<file path="src/rtl/alu_pkg.sv">
// Shared types for the sequential ALU: op encodings, FSM states and the NZVC flag record.
package alu_pkg;

  // 3-bit op field as presented on cntrl.
  typedef enum logic [2:0] {
    OpPassB = 3'b000,
    OpMul   = 3'b001,
    OpAdd   = 3'b010,
    OpSub   = 3'b011,
    OpAnd   = 3'b100,
    OpOr    = 3'b101,
    OpXor   = 3'b110,
    OpLsl   = 3'b111
  } alu_op_t;

  // Handshake FSM: single-cycle ops complete from StIdle, MUL walks StMul -> StDone.
  typedef enum logic [1:0] {
    StIdle = 2'b00,
    StMul  = 2'b01,
    StDone = 2'b10
  } alu_state_t;

  typedef struct packed {
    logic n;
    logic z;
    logic v;
    logic c;
  } flags_t;

  localparam flags_t FlagsClear = '{n: 1'b0, z: 1'b0, v: 1'b0, c: 1'b0};

  // Assemble a flag record from the result's MSB, its zero test and the adder's V/C.
  function automatic flags_t pack_flags(input logic msb, input logic is_zero,
                                        input logic v, input logic c);
    flags_t f;
    f.n = msb;
    f.z = is_zero;
    f.v = v;
    f.c = c;
    return f;
  endfunction

  // Only the adder ops produce meaningful carry/overflow.
  function automatic logic is_arith(input alu_op_t op);
    return (op == OpAdd) || (op == OpSub);
  endfunction

endpackage

</file>
<file path="src/rtl/alu_mul_seq.sv">
// Iterative shift-add multiplier: one partial-product step per clock, WIDTH steps per product.
// Only the low WIDTH bits of the product are kept.
module alu_mul_seq #(
  parameter int unsigned WIDTH = 64
) (
  input  logic             clk,
  input  logic             reset,
  input  logic             start,
  input  logic [WIDTH-1:0] a,
  input  logic [WIDTH-1:0] b,
  output logic             busy,
  output logic             done,
  output logic [WIDTH-1:0] product
);

  localparam int unsigned SHW = $clog2(WIDTH);
  localparam logic [SHW-1:0] CntLast = SHW'(WIDTH - 1);

  logic [WIDTH-1:0] mcand_q, mcand_d;
  logic [WIDTH-1:0] mplier_q, mplier_d;
  logic [WIDTH-1:0] acc_q, acc_d;
  logic [SHW-1:0]   cnt_q, cnt_d;
  logic             busy_q, busy_d;
  logic             last_step;

  // The step taken this cycle is the final one; the accumulator is complete after this edge.
  assign last_step = busy_q && (cnt_q == CntLast);

  // Next-state: load on start, otherwise add-if-LSB-set and shift while busy.
  always_comb begin
    mcand_d  = mcand_q;
    mplier_d = mplier_q;
    acc_d    = acc_q;
    cnt_d    = cnt_q;
    busy_d   = busy_q;
    if (start) begin
      mcand_d  = a;
      mplier_d = b;
      acc_d    = '0;
      cnt_d    = '0;
      busy_d   = 1'b1;
    end else if (busy_q) begin
      if (mplier_q[0]) begin
        acc_d = acc_q + mcand_q;
      end
      // Bits shifted out of the multiplicand only affect the discarded upper product half.
      mcand_d  = mcand_q << 1;
      mplier_d = mplier_q >> 1;
      cnt_d    = cnt_q + 1'b1;
      if (last_step) begin
        busy_d = 1'b0;
      end
    end
  end

  // Multiplier state registers; reset discards any in-flight product.
  always_ff @(posedge clk or posedge reset) begin
    if (reset) begin
      mcand_q  <= '0;
      mplier_q <= '0;
      acc_q    <= '0;
      cnt_q    <= '0;
      busy_q   <= 1'b0;
    end else begin
      mcand_q  <= mcand_d;
      mplier_q <= mplier_d;
      acc_q    <= acc_d;
      cnt_q    <= cnt_d;
      busy_q   <= busy_d;
    end
  end

  assign busy    = busy_q;
  assign done    = last_step;
  assign product = acc_q;

endmodule

</file>
<file path="src/rtl/alu_seq.sv">
// Multi-cycle EX-stage ALU behind a valid/ready handshake. Single-cycle ops complete one cycle
// after acceptance; MUL is handed to the iterative multiplier. A persistent NZVC register is
// written only by ops issued with set_flags.
module alu_seq
  import alu_pkg::*;
#(
  parameter int unsigned WIDTH = 64
) (
  input  logic             clk,
  input  logic             reset,
  input  logic             in_valid,
  output logic             in_ready,
  input  logic [2:0]       cntrl,
  input  logic             set_flags,
  input  logic [WIDTH-1:0] A,
  input  logic [WIDTH-1:0] B,
  output logic             out_valid,
  output logic [WIDTH-1:0] result,
  output logic             negative,
  output logic             zero,
  output logic             overflow,
  output logic             carry_out
);

  localparam int unsigned SHW = $clog2(WIDTH);

  alu_state_t       state_q, state_d;
  logic [WIDTH-1:0] result_q, result_d;
  flags_t           flags_q, flags_d;
  logic             out_valid_q, out_valid_d;
  logic             mul_sf_q, mul_sf_d;

  alu_op_t          op;
  logic             accept;
  logic             mul_start;
  logic             mul_busy;
  logic             mul_done;
  logic [WIDTH-1:0] mul_product;

  logic [WIDTH-1:0] b_op;
  logic [WIDTH:0]   sum_ext;
  logic [WIDTH-1:0] add_res;
  logic             add_c;
  logic             add_v;
  logic             msb_carry_in;

  logic [WIDTH-1:0] alu_res;
  logic             alu_v;
  logic             alu_c;

  assign op        = alu_op_t'(cntrl);
  assign in_ready  = (state_q == StIdle);
  assign accept    = in_valid && in_ready;
  assign mul_start = accept && (op == OpMul);

  alu_mul_seq #(
    .WIDTH(WIDTH)
  ) u_mul (
    .clk    (clk),
    .reset  (reset),
    .start  (mul_start),
    .a      (A),
    .b      (B),
    .busy   (mul_busy),
    .done   (mul_done),
    .product(mul_product)
  );

  // Shared ADD/SUB adder: cntrl[0] selects subtract by inverting B and injecting carry-in.
  always_comb begin
    b_op         = cntrl[0] ? ~B : B;
    sum_ext      = {1'b0, A} + {1'b0, b_op} + {{WIDTH{1'b0}}, cntrl[0]};
    add_res      = sum_ext[WIDTH-1:0];
    add_c        = sum_ext[WIDTH];
    // Recover the carry into the MSB from the MSB sum bit and its two operand bits.
    msb_carry_in = A[WIDTH-1] ^ b_op[WIDTH-1] ^ add_res[WIDTH-1];
    add_v        = msb_carry_in ^ add_c;
  end

  // Single-cycle op mux; C and V are only driven by the adder ops.
  always_comb begin
    alu_res = '0;
    alu_v   = 1'b0;
    alu_c   = 1'b0;
    unique case (op)
      OpPassB: alu_res = B;
      OpMul:   alu_res = '0;  // completes through the multiplier path
      OpAdd,
      OpSub: begin
        alu_res = add_res;
        alu_v   = add_v;
        alu_c   = add_c;
      end
      OpAnd:   alu_res = A & B;
      OpOr:    alu_res = A | B;
      OpXor:   alu_res = A ^ B;
      OpLsl:   alu_res = A << B[SHW-1:0];
      default: alu_res = '0;
    endcase
    if (!is_arith(op)) begin
      alu_v = 1'b0;
      alu_c = 1'b0;
    end
  end

  // Handshake FSM next-state plus result/flag/completion updates.
  always_comb begin
    state_d     = state_q;
    result_d    = result_q;
    flags_d     = flags_q;
    out_valid_d = 1'b0;
    mul_sf_d    = mul_sf_q;
    unique case (state_q)
      StIdle: begin
        if (accept) begin
          if (op == OpMul) begin
            mul_sf_d = set_flags;
            state_d  = StMul;
          end else begin
            result_d    = alu_res;
            out_valid_d = 1'b1;
            if (set_flags) begin
              flags_d = pack_flags(alu_res[WIDTH-1], alu_res == '0, alu_v, alu_c);
            end
          end
        end
      end
      StMul: begin
        if (mul_busy && mul_done) begin
          state_d = StDone;
        end
      end
      StDone: begin
        result_d    = mul_product;
        out_valid_d = 1'b1;
        if (mul_sf_q) begin
          flags_d = pack_flags(mul_product[WIDTH-1], mul_product == '0, 1'b0, 1'b0);
        end
        state_d = StIdle;
      end
      default: state_d = StIdle;
    endcase
  end

  // State, result and flag registers; reset abandons an in-flight MUL without a completion.
  always_ff @(posedge clk or posedge reset) begin
    if (reset) begin
      state_q     <= StIdle;
      result_q    <= '0;
      flags_q     <= FlagsClear;
      out_valid_q <= 1'b0;
      mul_sf_q    <= 1'b0;
    end else begin
      state_q     <= state_d;
      result_q    <= result_d;
      flags_q     <= flags_d;
      out_valid_q <= out_valid_d;
      mul_sf_q    <= mul_sf_d;
    end
  end

  assign out_valid = out_valid_q;
  assign result    = result_q;
  assign negative  = flags_q.n;
  assign zero      = flags_q.z;
  assign overflow  = flags_q.v;
  assign carry_out = flags_q.c;

endmodule
</file>
<file path="config.mk">
export PLATFORM = sky130hd
export DESIGN_NAME = alu_seq
export DESIGN_NICKNAME = d
export VERILOG_FILES = /design/src/rtl/alu_pkg.sv /design/src/rtl/alu_mul_seq.sv /design/src/rtl/alu_seq.sv
export SDC_FILE = /design/constraint.sdc
export NUM_CORES = 1
export LEC_CHECK = 0
export ABC_AREA = 1
export CAP_MARGIN = 20
export CORE_MARGIN = 2
export CORE_UTILIZATION = 40
export DETAILED_ROUTE_END_ITERATION = 12
export PLACE_DENSITY = 0.65
export SLEW_MARGIN = 5
export SYNTH_ARGS = -nofsm -noshare
export SYNTH_HDL_FRONTEND = slang
export SYNTH_SLANG_ARGS = --single-unit
</file>
<file path="constraint.sdc">
create_clock -name clk -period 14.3 [get_ports clk]
set_input_delay 4.29 -clock clk [delete_from_list [all_inputs] [get_ports clk]]
set_output_delay 4.29 -clock clk [all_outputs]
set_load 0.01 [all_outputs]
</file>
==> run_results.csv, run 1 <==
group,metric,value,unit
cts,post_cts_resized,0,
cts,clk_pin_slew,0.07,ns
sta,max_freq,0.122,GHz
pwr,ir_drop,0.154,mV
routing,wl,140000,um
cts,cts_made_buffers,35,
yosys,yosysWarnings,0,
worst_hold_path,hold_path.class,"flip-flop to flip-flop",
setup_path,path_common_cell,"nand2_1",
setup_path,path_delay_family,"simple AND/OR/NAND/NOR gates",
yosys,synth_edf_count,0,
setup_path,crit_arrival,8.67,ns
sta,finalHoldViolCount,0,
sta,fin_tns_setup,0,ns
routing,route.detailed.drc,0,
yosys,synthDistinctLibCells,53,
cts,postCtsHoldBufs,0,
yosys,synth_seq_cells,271,
yosys,synthCells,4961,
floorplan,initial_core_util,0.406,
cells_and_area,fill_cells,8058,
global_route,grt-ovfl-total,0,
routing,drt_iter0_markers,4400,
sta,fin_crit_sh,0.573,
cells_and_area,multi_input_area,20000,um2
global_route,grt_max_degree,147,
pwr,power.total,5.00,mW
routing,drt_first_pass_iters,6,
setup_path,path_class,"primary input to flip-flop",
cts,cts_tree,"built",
setup_path,cp.required,14.78,ns
floorplan,die-area,77900,um2
setup_path,crit_path_max_fanout,44,
global_route,grt_pass1_vias,32900,
floorplan,die_h,279,um
setup_path,crit_path_top_delay_cell,"buf_4",
setup_path,cp_cell_sequence,"buf_4 > buf_4 > xor2_1 > ha_1 > nand2_1 > nor2_1 > nand2_1 > nor4_1 > nand2_1 > nand2_1 > nand2_1 > nand3_1 > nand3_1 > nor2_1 > nand2_1 > nor2_1 > nand2_1 > nor2_1 > nand3_1 > a21oi_1",
cts,cts_sinks,271,
cells_and_area,final_common_cell,"nand2_1",
cells_and_area,antenna_cells,0,
floorplan,io-pin-count,205,
sta,finClkSkew,0.0316,ns
cts,clock-root-buffer,"clkbuf_16",
job,maxCapViolCount,0,
yosys,syn_area,30300,um2
place,hpwl,110000,um
cells_and_area,drive_above_1_share,0.0277,
yosys,syn_area_per_cell,6.11,um2
sta,setup_viol,0,
global_route,antenna_found_initial,0,
cells_and_area,areaGrowthSynthToFinish,12.3,%
sta,slew_violations,0,
cts,clk_latency,0.57,ns
yosys,yosysTopAreaCell,"dfrtp_1",
routing,ant_nets,0,
floorplan,die_w,279,um
global_route,grt_use_total,0.351,
cells_and_area,final_cell_mix,"nand2_1, nand3_1, inv_1",
routing,routed-via-count,35300,
routing,vias_per_cell,5.87,
pwr,total_leakage_power,17.4,nW
floorplan,core-area,74700,um2
sta,tightest_slew,1.06,ns
yosys,syn-num-nets,5357,
global_route,grt_pass1_wl,206000,um
yosys,ys_seq_area_frac,0.224,
setup_path,path_buf_inv,2,
setup_path,max_stage_delay,0.70,ns
yosys,synth_area_leaders,"dfrtp_1, nand2_1, nand3_1",
sta,grt_setup_unrepaired,"false",
yosys,synth_top_area_frac,0.224,
sta,maxSlewHeadroom,0.284,
yosys,ys.flop_type,"dfrtp_1",
pwr,p_per_area,147,nW/um2
setup_path,startpoint_type,"primary input",
yosys,synthArstFlopShare,1.00,
routing,wl_per_cell,23.3,um
outcome,run_status,"completed",
cts,cts.path.max_buffers,3,
cells_and_area,nets,5421,
cts,cts_setup_buffers,0,
setup_path,critPathCaptureType,"flip-flop",
sta,min_period,8.20,ns
place,place.gp.congestion,1.07,
place,portBuffers,204,
floorplan,num_rows,100,
cts,h-tree-depth,2,
cells_and_area,seqCellArea,6790,um2
worst reg2reg max path: cells and delay by family (launching register included):
| family | cells | cell delay, ns |
|---|---|---|
| buffers and inverters | 6 | 1.82 |
| and+or+nand+nor | 4 | 1.27 |
| DFF | 1 | 0.40 |
| AOI/OAI and AO/OA | 2 | 0.20 |
through the flow:
step	setup WS (ns)	instance area (um2)	hold slack, ns	utilization	instances
6_report	6.10	34000	0.497	0.455	6015
3_3_place_gp	5.79	32900	0.467	0.441	5957
5_1_grt	5.94	34000	0.530	0.455	6015
2_1_floorplan	2.54	30300	0.446	-	4961
3_5_place_dp	5.72	32900	0.485	0.441	5957
4_1_cts	6.29	34000	0.502	0.455	6015
cells in the mapped netlist (27+ instances only):
cell type,count
nand4_1,45
clkbuf_1,134
nand3_1,723
inv_1,677
o21ai_0,278
nand2_1,1406
nor2_1,348
ha_1,259
buf_2,44
a21oi_1,247
nand3b_1,28
o211ai_1,122
o221ai_1,27
dfrtp_1,271
xor2_1,66
a221oi_1,27
nor3_1,30
layout make-up:
cell class                      instances  share of cell area
Clock buffer                           44              0.0277
Clock inverter                         14             0.00471
Inverter                              689              0.0765
Multi-Input combinational cell       3786               0.588
Sequential cell                       271               0.200
Tap cell                              969              0.0357
Timing Repair Buffer                  242              0.0680
registers in the layout, indices dropped and copies added (netlist names):
| signal | cells |
|---|---|
| u_mul.mcand_q | 64 |
| zero | 1 |
| mul_sf_q | 1 |
| u_mul.cnt_q | 6 |
| carry_out | 1 |
| u_mul.busy | 1 |
| out_valid | 1 |
| u_mul.mplier_q | 64 |
| u_mul.product | 64 |
| result | 64 |
| overflow | 1 |
| negative | 1 |
| state_q | 2 |
worst paths after layout:
kind                            start  cells after the start  slack [ns]                 end
hold reg to reg              mul_sf_q                      2        0.50            mul_sf_q
min in group asynchronous       reset                      2        4.34  u_mul.mplier_q[58]
setup / recovery             cntrl[0]                     20        6.10                zero
max in group asynchronous       reset                      3        8.50   u_mul.product[12]
hold / removal               mul_sf_q                      2        0.50            mul_sf_q
setup reg to reg           state_q[0]                     12       10.48                zero
per-layer routing:
| metal | routed length [um] | vias up | global-route usage |
|---|---|---|---|
| met5 | 0 | - | 0 |
| met4 | 7030 | 0 | 0.153 |
| met3 | 14100 | 320 | 0.0537 |
| met2 | 60200 | 1834 | 0.543 |
| met1 | 58700 | 16600 | 0.483 |
| li1 | - | 16500 | - |
power by group:
group	internal, mW	switching, mW	total [mW]
clock network	0.506	0.381	0.887
registers	1.08	0.285	1.37
logic	0.937	1.81	2.74
total	2.52	2.47	5.00
kinds of logic (layout without fill, tap and decap cells):
family,count (synthesis),after routing,share of synthesized area
simple gates,2625,2625,0.367
buf+inv,904,989,0.117
compound gates,830,830,0.163
flops,271,271,0.224
fa+ha+maj,261,261,0.108
xor+xnor,70,70,0.0202
(Power assumes the default switching activity.)
==> inputs of run 2 (changes only) <==
==> constraint.sdc (replaced) <==
create_clock -name clk -period 7.7 [get_ports clk]
set_input_delay 2.31 -clock clk [delete_from_list [all_inputs] [get_ports clk]]
set_output_delay 2.31 -clock clk [all_outputs]
set_load 0.01 [all_outputs]
==> run 2 against run 1 <==
  * First-iteration DRC count rose by 0.84%
  * Sequential share of layout area down 0.11 points
  * Via count fell by 0.47%
  * Register-to-register slack lost 6.3 ns
  * Routed wire length up 1.8%
  * Clock-buffer cell count is 4 higher
  * Clock skew decreased by 0.0072 ns
  * Die area is the same
  * Global-route usage up 0.48 points
  * Largest power group unchanged
==> run_results.csv, run 2 (same netlist as run 1, synthesis figures left out) <==
group,metric,value,unit
setup_path,crit_arrival,6.58,ns
cts,clk_latency,0.57,ns
routing,drt_iter0_markers,4437,
cts,clock-root-buffer,"clkbuf_16",
sta,setup_viol,0,
outcome,run_status,"completed",
pwr,switching_share,0.496,
cells_and_area,antenna_cells,0,
global_route,antenna_found_initial,8,
routing,routed-via-count,35100,
setup_path,max_stage_delay,0.54,ns
sta,fin_tns_setup,0,ns
setup_path,path_class,"primary input to flip-flop",
routing,drt_first_pass_iters,9,
pwr,p_comb_frac,0.552,
cells_and_area,areaGrowthSynthToFinish,12.9,%
place,place.gp.congestion,1.09,
cells_and_area,stdcell_area,34200,um2
job,maxCapViolCount,0,
setup_path,crit_path_max_fanout,40,
cts,cts_tree,"built",
floorplan,num_rows,100,
cts,cts.path.max_buffers,3,
cells_and_area,final_common_cell,"nand2_1",
global_route,grt_pass1_wl,208000,um
floorplan,die_w,279,um
pwr,seq_power_share,0.272,
sta,min_period,6.09,ns
cells_and_area,drive_above_1_share,0.0312,
cts,cts_setup_buffers,0,
floorplan,core-area,74700,um2
floorplan,initial_core_util,0.406,
cts,h-tree-depth,2,
cts,clk_pin_slew,0.06,ns
global_route,grt-ovfl-total,0,
place,dpl_cell_area,33100,um2
routing,wl_per_cell,23.6,um
sta,max_freq,0.164,GHz
cts,cts_made_buffers,35,
cells_and_area,nets,5436,
cts,cts_sinks,271,
global_route,grt_max_degree,156,
floorplan,die-area,77900,um2
routing,vias_per_cell,5.82,
routing,ant_nets,0,
cts,post_cts_resized,0,
setup_path,crit_path_top_delay_cell,"buf_4",
pwr,p_sw,4.61,mW
pwr,power.internal,4.69,mW
sta,finalHoldViolCount,0,
pwr,clkPwrFrac,0.176,
setup_path,cp.required,8.19,ns
global_route,grt_use_met3,0.0573,
pwr,ir_drop,0.162,mV
cts,postCtsHoldBufs,0,
global_route,use_met2,0.550,
place,hpwl,115000,um
global_route,use_met1,0.493,
routing,route.detailed.drc,0,
routing,wl,143000,um
sta,grt_setup_unrepaired,"false",
sta,finClkSkew,0.0244,ns
floorplan,die_h,279,um
setup_path,startpoint_type,"primary input",
place,portBuffers,204,
sta,maxSlewHeadroom,0.273,
sta,slew_violations,0,
setup_path,cp_cell_sequence,"buf_4 > inv_2 > o21ai_2 > inv_1 > fa_1 > inv_1 > nand3_1 > nand2_1 > nand2_1 > nand2_1 > nand2_1 > nand2_1 > a21oi_1 > o21ai_0 > nand3_1 > nor2_1 > nand2_1 > nor3_1 > nand3_1 > nor2_1 > nand3_1 > a21oi_1",
pwr,total_leakage_power,17.5,nW
global_route,grt_pass1_vias,32400,
setup_path,critPathCaptureType,"flip-flop",
cells_and_area,final_cell_mix,"nand2_1, nand3_1, inv_1",
pwr,p_per_area,272,nW/um2
global_route,grt_use_total,0.356,
floorplan,io-pin-count,205,
setup_path,path_common_cell,"nand2_1",
worst_hold_path,hold_path.class,"flip-flop to flip-flop",
sta,fin_crit_sh,0.791,
sta,tightest_slew,1.08,ns
global_route,grt.busiest_layer,"met2",
[run 2: metal layers]
metal	up-vias	wire length (um)
met2	1679	61800
met1	16500	61400
met5	-	67
li1	16600	-
met4	10	6300
met3	283	13000
[run 2: worst max-delay path, delay by kind of cell]
kind | cells | cell delay, ns
AND/OR/NAND/NOR | 13 | 2.37
adder cells (fa/ha/maj) | 1 | 0.37
buffers and inverters | 4 | 0.87
AO/OA/AOI/OAI | 4 | 0.62
[run 2: layout make-up]
type | instances | area [um2]
clock inverters | 15 | 131
repair buffers | 257 | 2490
well taps | 969 | 1210
flip-flops and latches | 271 | 6790
fillers | 8086 | 40500
inverters | 689 | 2590
multi-input cells | 3786 | 20000
clock buffers | 48 | 976
[run 2: power groups by stage]
stage                     Sequential, mW  Combinational (mW)  Clock, mW
final                               2.53                5.13       1.64
after CTS                           2.51                5.03       1.66
after detailed placement            2.53                5.01          0
after global placement              2.52                4.98          0
after floorplan                     2.40                3.22          0
after global routing                2.59                5.66       1.71
[run 2: final timing paths]
path / endpoint / slack, ns / start / cells past startpoint
setup / recovery: zero / 1.61 / cntrl[0] / 22
hold / removal: result[63] / 0.49 / result[63] / 2
setup reg to reg: u_mul.product[62] / 4.23 / u_mul.product[0] / 20
hold reg to reg: result[63] / 0.49 / result[63] / 2
max in group asynchronous: u_mul.product[51] / 4.23 / reset / 4
min in group asynchronous: u_mul.product[2] / 2.12 / reset / 2
[run 2: stage by stage]
step / cells / hold slack [ns] / power (mW) / setup WS, ns / util
CTS: 6034 / 0.491 / 9.20 / 1.81 / 0.457
floorplan: 4961 / 0.446 / 5.62 / 1.81 / -
global placement: 5970 / 0.471 / 7.50 / 1.10 / 0.442
global route: 6035 / 0.523 / 9.96 / 1.52 / 0.458
finish: 6035 / 0.487 / 9.30 / 1.61 / 0.458
detailed placement: 5971 / 0.477 / 7.54 / 1.24 / 0.443
